[src/rtl/mem_load_return_pkg.sv]
// +----------------------------------------------------------------------+
// | mem_load_return_pkg: load request metadata shared with issue stage    |
// | Rev 1.0                                                               |
// +----------------------------------------------------------------------+
`default_nettype none

package mem_load_return_pkg;

  typedef enum logic [1:0] {
    BYTE = 2'd0,
    HALF = 2'd1,
    WORD = 2'd2
  } mem_width_e;

  localparam int unsigned LOAD_TAG_W = 5;

  typedef struct packed {
    mem_width_e width;
    logic       is_unsigned;
    logic [1:0] byte_idx;
  } load_meta_t;

  typedef struct packed {
    load_meta_t            meta;
    logic [LOAD_TAG_W-1:0] tag;
  } load_req_t;

endpackage

`default_nettype wire

[src/rtl/mem_load_return_load_align_ext.sv]
// +----------------------------------------------------------------------+
// | load_align_ext: selects byte/half/word from a load word and extends   |
// | Rev 1.0                                                               |
// +----------------------------------------------------------------------+
`default_nettype none

module load_align_ext
  import mem_load_return_pkg::*;
(
  input  logic [31:0] rdata_i,
  input  mem_width_e  width_i,
  input  logic        unsigned_i,
  input  logic [1:0]  byte_idx_i,
  output logic [31:0] data_o,
  output logic        bad_width_o
);

  logic [7:0]  w_byte;
  logic [15:0] w_half;

  always_comb begin
    w_byte      = rdata_i[{byte_idx_i, 3'b000} +: 8];
    // Only aligned halves are ever issued, so idx[0] never matters here.
    w_half      = rdata_i[{byte_idx_i[1], 4'b0000} +: 16];
    data_o      = '0;
    bad_width_o = 1'b0;
    case (width_i)
      BYTE:    data_o = {{24{!unsigned_i && w_byte[7]}}, w_byte};
      HALF:    data_o = {{16{!unsigned_i && w_half[15]}}, w_half};
      WORD:    data_o = rdata_i;
      default: bad_width_o = 1'b1;
    endcase
  end

endmodule

`default_nettype wire

[src/rtl/mem_load_return.sv]
// +----------------------------------------------------------------------+
// | mem_load_return: tracks issued loads and returns aligned results      |
// | Rev 1.0                                                               |
// +----------------------------------------------------------------------+
`default_nettype none

module mem_load_return
  import mem_load_return_pkg::*;
#(
  parameter int unsigned DEPTH = 2,
  parameter int unsigned TAG_W = 5
) (
  input  logic             clk_i,
  input  logic             rst_i,
  input  logic             flush_i,
  input  logic             req_valid_i,
  output logic             req_ready_o,
  input  logic [1:0]       req_width_i,
  input  logic             req_unsigned_i,
  input  logic [1:0]       req_byte_idx_i,
  input  logic [TAG_W-1:0] req_tag_i,
  input  logic             mem_rvalid_i,
  output logic             mem_rready_o,
  input  logic [31:0]      mem_rdata_i,
  input  logic             mem_err_i,
  output logic             load_valid_o,
  input  logic             load_ready_i,
  output logic [31:0]      load_data_o,
  output logic [TAG_W-1:0] load_tag_o,
  output logic             load_fault_o,
  output logic             spurious_o,
  output logic             busy_o
);

  localparam int unsigned PTR_W = $clog2(DEPTH);
  localparam int unsigned CNT_W = PTR_W + 1;
  localparam logic [CNT_W-1:0] FULL_CNT = CNT_W'(DEPTH);

  load_meta_t       meta_q [DEPTH];
  logic [TAG_W-1:0] tag_q  [DEPTH];
  logic             kill_q [DEPTH];

  logic [PTR_W-1:0] wr_ptr_q, wr_ptr_d, rd_ptr_q, rd_ptr_d;
  logic [CNT_W-1:0] count_q, count_d;
  logic             valid_q, valid_d, fault_q, fault_d, spurious_q, spurious_d;
  logic [31:0]      data_q, data_d;
  logic [TAG_W-1:0] otag_q, otag_d;

  logic       push, pop, accept, empty, load_new;
  load_meta_t head_meta, push_meta;
  logic [31:0] align_data;
  logic        align_bad;

  assign push_meta = '{width: mem_width_e'(req_width_i),
                       is_unsigned: req_unsigned_i,
                       byte_idx: req_byte_idx_i};
  assign head_meta = meta_q[rd_ptr_q];

  load_align_ext u_align (
    .rdata_i     (mem_rdata_i),
    .width_i     (head_meta.width),
    .unsigned_i  (head_meta.is_unsigned),
    .byte_idx_i  (head_meta.byte_idx),
    .data_o      (align_data),
    .bad_width_o (align_bad)
  );

  always_comb begin
    empty       = (count_q == '0);
    req_ready_o = (count_q != FULL_CNT);
    mem_rready_o = !valid_q || load_ready_i;
    accept      = mem_rvalid_i && mem_rready_o;
    push        = req_valid_i && req_ready_o;
    pop         = accept && !empty;
    // Flush in the pop cycle does not affect the head's already-latched kill bit.
    load_new    = pop && !kill_q[rd_ptr_q];
    spurious_d  = accept && empty;

    wr_ptr_d = push ? wr_ptr_q + PTR_W'(1) : wr_ptr_q;
    rd_ptr_d = pop  ? rd_ptr_q + PTR_W'(1) : rd_ptr_q;
    count_d  = count_q;
    if (push && !pop)      count_d = count_q + CNT_W'(1);
    else if (!push && pop) count_d = count_q - CNT_W'(1);

    valid_d = valid_q;
    data_d  = data_q;
    otag_d  = otag_q;
    fault_d = fault_q;
    if (load_new) begin
      valid_d = 1'b1;
      fault_d = mem_err_i || align_bad;
      data_d  = (mem_err_i || align_bad) ? 32'd0 : align_data;
      otag_d  = tag_q[rd_ptr_q];
    end else if (flush_i || load_ready_i) begin
      valid_d = 1'b0;
    end
  end

  always_ff @(posedge clk_i or posedge rst_i) begin
    if (rst_i) begin
      wr_ptr_q   <= '0;
      rd_ptr_q   <= '0;
      count_q    <= '0;
      valid_q    <= 1'b0;
      data_q     <= '0;
      otag_q     <= '0;
      fault_q    <= 1'b0;
      spurious_q <= 1'b0;
      for (int i = 0; i < DEPTH; i++) begin
        meta_q[i] <= '0;
        tag_q[i]  <= '0;
        kill_q[i] <= 1'b0;
      end
    end else begin
      wr_ptr_q   <= wr_ptr_d;
      rd_ptr_q   <= rd_ptr_d;
      count_q    <= count_d;
      valid_q    <= valid_d;
      data_q     <= data_d;
      otag_q     <= otag_d;
      fault_q    <= fault_d;
      spurious_q <= spurious_d;
      for (int i = 0; i < DEPTH; i++) begin
        if (flush_i) kill_q[i] <= 1'b1;
      end
      if (push) begin
        meta_q[wr_ptr_q] <= push_meta;
        tag_q[wr_ptr_q]  <= req_tag_i;
        kill_q[wr_ptr_q] <= 1'b0;
      end
    end
  end

  assign load_valid_o = valid_q;
  assign load_data_o  = data_q;
  assign load_tag_o   = otag_q;
  assign load_fault_o = fault_q;
  assign spurious_o   = spurious_q;
  assign busy_o       = (count_q != '0) || valid_q;

endmodule

`default_nettype wire

[config.mk]
export PLATFORM = sky130hd
export DESIGN_NAME = mem_load_return
export DESIGN_NICKNAME = d
export VERILOG_FILES = /design/src/rtl/mem_load_return_pkg.sv /design/src/rtl/mem_load_return_load_align_ext.sv /design/src/rtl/mem_load_return.sv
export SDC_FILE = /design/constraint.sdc
export NUM_CORES = 1
export LEC_CHECK = 0
export BUFFER_PORTS_ARGS = -buffer_cell sky130_fd_sc_hd__buf_2
export CORE_MARGIN = 2
export CORE_UTILIZATION = 54
export CTS_CLUSTER_SIZE = 30
export DETAILED_ROUTE_END_ITERATION = 16
export HOLD_SLACK_MARGIN = 0.08
export PLACE_DENSITY = 0.81
export SLEW_MARGIN = 20
export SYNTH_ARGS = -nofsm -noshare
export SYNTH_HDL_FRONTEND = slang
export SYNTH_HIERARCHICAL = 1
export SYNTH_SLANG_ARGS = --single-unit
[constraint.sdc]
create_clock -name clk_i -period 2.5 [get_ports clk_i]
set_input_delay 0.375 -clock clk_i [delete_from_list [all_inputs] [get_ports clk_i]]
set_output_delay 0.375 -clock clk_i [all_outputs]
set_load 0.02 [all_outputs]
# ---- Word-level counts from Yosys, hierarchy flattened
# Index checks and enable logic that the tools add are counted.
# W data, S select, Z words.
dict set report word_totals {
  ff_bits 66
  latchBits 0
  ramBits 0
  romBits 0
  output_inout_bits 43
  elab_cells 85
  memories 0
}
dict set report op_classes {
  n_addsub 4
  multipliers 0
  n_div 0
  magnitude_cmp 3
  n_eq_ne 3
  shift 2
  mux 25
  bitwise 4
  n_reduce_logical 26
}
# cell count
set op_table {}
lappend op_table {{$pmux W32 S3} 1}
lappend op_table {{$mux W5} 7}
lappend op_table {{$mux W32} 1}
lappend op_table {{$shiftx A32 B6 Y16} 1}
lappend op_table {{$shiftx A32 B6 Y8} 1}
lappend op_table {{$bwmux W10} 2}
lappend op_table {{$logic_and A1 B1 Y1} 10}
lappend op_table {{$mux W1} 9}
lappend op_table {{$logic_not A1 Y1} 6}
lappend op_table {{$mux W2} 3}
lappend op_table {{$reduce_bool A2 Y1} 3}
lappend op_table {{$demux W5 S1} 1}
lappend op_table {{$ge A2 B2 Y1 const B} 2}
lappend op_table {{$logic_not A2 Y1} 2}
lappend op_table {{$logic_or A1 B1 Y1} 4}
lappend op_table {{$not A1 Y2} 2}
lappend op_table {{$reduce_or A3 Y1} 1}
lappend op_table {{$add A1 B1 Y1 const B} 2}
lappend op_table {{$add A2 B1 Y2 const B} 1}
lappend op_table {{$and A2 B2 Y2} 1}
lappend op_table {{$eq A2 B1 Y1 const B} 1}
lappend op_table {{$eq A2 B2 Y1 const B} 1}
lappend op_table {{$lt A2 B1 Y1 const B} 1}
lappend op_table {{$ne A2 B2 Y1 const B} 1}
lappend op_table {{other kinds (3)} 3}

# ---- Logic depth before layout (Yosys ltp)
dict set report logic_depth {
  ltp_word 9
  mapped_depth 10
  ltp_nobuf 6
}

# ---- By module
# The synthesis kept the hierarchy.
# module instances cells_per_inst area_each_um2 seq_area_each_um2
set by_module_without_submodules {}
lappend by_module_without_submodules {mem_load_return 1 233 2840.2 1651.6}
lappend by_module_without_submodules {load_align_ext 1 125 869.6 0.0}

# ---- Worst setup path after synthesis
# Ideal clock, no wire load.
dict set report synth_path {
  kind {reg-to-reg}
  start {register rd_ptr_q}
  end {register data_q[0], in the netlist load_data_o[0]}
  setup_time_ps 79
  t_arrival_ps 2177
  setup_slack_ps 244
  stages_incl_launch_ff 10
  n_path_buf 4
  period_less_slack_ps 2256
  path_cell_list {dfrtp_1 buf_2 mux2_2 buf_2 clkbuf_1 and2_1 nor2_1 clkbuf_1 nand2_1 mux2i_1}
}
# item line_no
set synth_rtl {}
lappend synth_rtl {{start: declaration} mem_load_return.sv:43} ;# logic [PTR_W-1:0] wr_ptr_q, wr_ptr_d, rd_ptr_q, rd_ptr_d;
lappend synth_rtl {{start signal: assignment} mem_load_return.sv:116} ;# rd_ptr_q <= rd_ptr_d;
lappend synth_rtl {{end signal: assignment} mem_load_return.sv:119} ;# data_q <= data_d;
lappend synth_rtl {{end: declaration} mem_load_return.sv:46} ;# logic [31:0] data_q, data_d;

==> flow_summary_export.csv <==
group,metric,value,unit
run_status,outcome,"finished, final reports clean",
critical_path,reg2reg_slack,0.31,ns
critical_path,cp.required,2.69,ns
clock_tree,htree_levels,3,
floorplanning,die_h,86.9,µm
critical_path,reg2reg_depth,6,
timing,fin_crit,2.19,ns
timing,finalCritPeriodShare,0.874,
critical_path,start_kind,"flip-flop",
critical_path,crit_chain,"mux2_2 -> nor2_2 -> mux2i_4 -> o21ai_0 -> nand2_1 -> mux2i_1",
clock_tree,hold_buffers,0,
floorplanning,rows,30,
detailed_routing,wl,8440,µm
timing,fmax,0.458,GHz
clock_tree,clock_sinks,66,
place,routabilityCongestion,0.803,
critical_path,worstReg2RegEnd,"load_data_o[29]",
critical_path,slowest_delay,0.55,ns
floorplanning,dieArea,7550,µm²
grt,grt_max_degree,67,
logic_synthesis,post_synth_num_cell_types,40,
critical_path,crit_fanout,30,
critical_path,crit_path_end_kind,"flip-flop",
clock_tree,cts_tree,"built",
critical_path,arrival,2.38,ns
logic_synthesis,ys_seq_area_frac,0.445,
pwr,ir_drop,0.665,mV
clock_tree,numCtsBuffers,9,
detailed_routing,dr.pass1.iters,7,
final_layout,nets,492,
grt,antenna_found_initial,0,
detailed_routing,drt-initial-drc-count,286,
flow_run,cap_violations,0,
min_path,hold_path_class,"primary input to async pin",
pwr,power_leakage,2.25,nW
timing,worst_slew_pin_slew,0.819,ns
clock_tree,worstSkewPairLatency,0.34,ns
pwr,power_density,1510,nW/µm²
timing,rsz0062_at_grt,"no",
clock_tree,clock-root-buffer,"clkbuf_8",
final_layout,n_antenna_cell,0,
logic_synthesis,ys_warn_count,6,
grt,grt_pass1_vias,2817,
logic_synthesis,syn_inst,358,
detailed_routing,wl_per_cell,16.0,µm
timing,slew_violations,0,
place,placed_cell_area,4210,µm²
detailed_routing,drc,0,
floorplanning,dieWidth,86.9,µm
logic_synthesis,ys_ff_latch,66,
critical_path,critPathKind,"flip-flop to flip-flop",
logic_synthesis,synthesis.area,3710,µm²
clock_tree,cts.clk_slew.worst_paths,0.07,ns
critical_path,cp.buffers_inverters,0,
clock_tree,clockBufferDepth,2,
place,port_buffers,91,
timing,relSlewSlack,0.454,
timing,skew,0.00826,ns
final_layout,area_delta_synth_final,18.5,%
logic_synthesis,syn_area_per_cell,10.4,µm²
floorplanning,pin_count,92,
detailed_routing,via_per_inst,5.53,
grt,grt_pass1_wl,13900,µm
floorplanning,core,6720,µm²
timing,timing.setup.tns,0,ns
detailed_routing,via_count,2909,
clock_tree,cts_resized,0,
grt,grt_util_all_layers,0.238,
final_layout,final_common_cell,"buf_2",
timing,finalSetupViolations,0,
grt,overflow,0,
logic_synthesis,syn_nets,408,
timing,hold_viol,0,
critical_path,slowest_stage,"mux2_2",
detailed_routing,drtAntennaViolNets,0,
final_layout,fin_area,4400,µm²
timing,whs,0.263,ns
critical_path,cp_top_family,"multiplexers",
final_layout,drive_above_1_share,0.365,
pwr,total_power,0.00665,W
floorplanning,start_util,0.552,
critical_path,r2r_start,"rd_ptr_q",
place,hpwl,6060,µm
final_layout,final_cell_mix,"91 x buf_2, 66 x dfrtp_1, 51 x nand2_1, 40 x mux2i_1, 36 x mux2_2",
clock_tree,post_cts_buffers,0,
## per-stage QoR
step	std cells	util	setup slack, ns
after floorplan	358	-	0.244
after global placement	511	0.627	0.444
after detailed placement	511	0.627	0.334
after CTS	526	0.654	0.318
after global routing	526	0.654	0.0935
final	526	0.654	0.315
## cells by family (layout without fill, tap and decap cells)
kind of cell             count (synthesis)  count (layout)  synth area share
AND/OR/NAND/NOR                         92              92             0.123
adder cells (fa/ha/maj)                  1               1           0.00337
buffers and inverters                   60             148            0.0742
flip-flops                              66              66             0.445
AO/OA/AOI/OAI                           55              55             0.111
multiplexers                            79              79             0.231
XOR/XNOR                                 5               5            0.0118
## cells in the mapped netlist (all sizes together)
cell type,number,share of area
a21oi,6,0.0081
a22oi,3,0.0098
a2bb2oi,2,0.0047
and2,2,0.0034
buf,17,0.031
clkbuf,9,0.0091
dfrtp,66,0.45
ha,1,0.0034
inv,34,0.034
mux2,38,0.12
mux2i,41,0.11
nand2,51,0.052
nand2b,16,0.029
nand3,1,0.0013
nand3b,8,0.016
nor2,4,0.0047
nor2b,4,0.0067
nor3,2,0.0027
nor3b,1,0.0020
o2111ai,1,0.0024
o211ai,1,0.0020
o21a,2,0.0040
o21ai,20,0.027
o221ai,6,0.014
o22ai,6,0.020
o2bb2ai,7,0.017
o32ai,1,0.0024
or2,2,0.0034
or3,1,0.0017
xnor2,2,0.0047
xor2,3,0.0071
## worst min-delay path, delay by kind of cell
| family | cells | cell delay [ns] |
|---|---|---|
| buf+inv | 3 | 0.75 |
## worst max-delay path by stage
stage,from,endpoint,slack (ns),cells past startpoint
floorplan,rd_ptr_q,load_data_o[0],0.24,9
global placement,rd_ptr_q,load_data_o[18],0.44,6
detailed placement,rd_ptr_q,load_data_o[29],0.33,6
CTS,rd_ptr_q,load_data_o[29],0.32,6
global route,rd_ptr_q,load_data_o[18],0.09,6
finish,rd_ptr_q,load_data_o[29],0.31,6
## final cells by class
| class | count | area [µm²] |
|---|---|---|
| Inverter | 34 | 128 |
| Timing Repair Buffer | 99 | 528 |
| Multi-Input combinational cell | 232 | 1800 |
| Tap cell | 80 | 100 |
| Clock inverter | 3 | 40.0 |
| Fill cell | 540 | 2320 |
| Sequential cell | 66 | 1650 |
| Clock buffer | 12 | 145 |
## per-layer routing
layer / vias to the layer above / global-route usage / share of wire
met5: - / 0 / 0
li1: 1383 / - / -
met3: 12 / 0.0455 / 0.071
met2: 118 / 0.365 / 0.47
met1: 1396 / 0.335 / 0.44
met4: 0 / 0.0881 / 0.017
## state kept, by name, summed over array words and instances, names as in the netlist
name          count
count_q           2
kill_q            2
load_data_o      32
load_fault_o      1
load_tag_o        5
load_valid_o      1
meta_q           10
rd_ptr_q          1
spurious_o        1
tag_q            10
wr_ptr_q          1
## where the power goes
| group | internal (W) | switching, W | leakage (nW) | total (W) |
|---|---|---|---|---|
| logic | 0.00166 | 0.00224 | 1.32 | 0.00390 |
| clock network | 0.000480 | 0.000383 | 0.0962 | 0.000862 |
| registers | 0.00159 | 0.000298 | 0.832 | 0.00188 |
(Power assumes the default switching activity.)
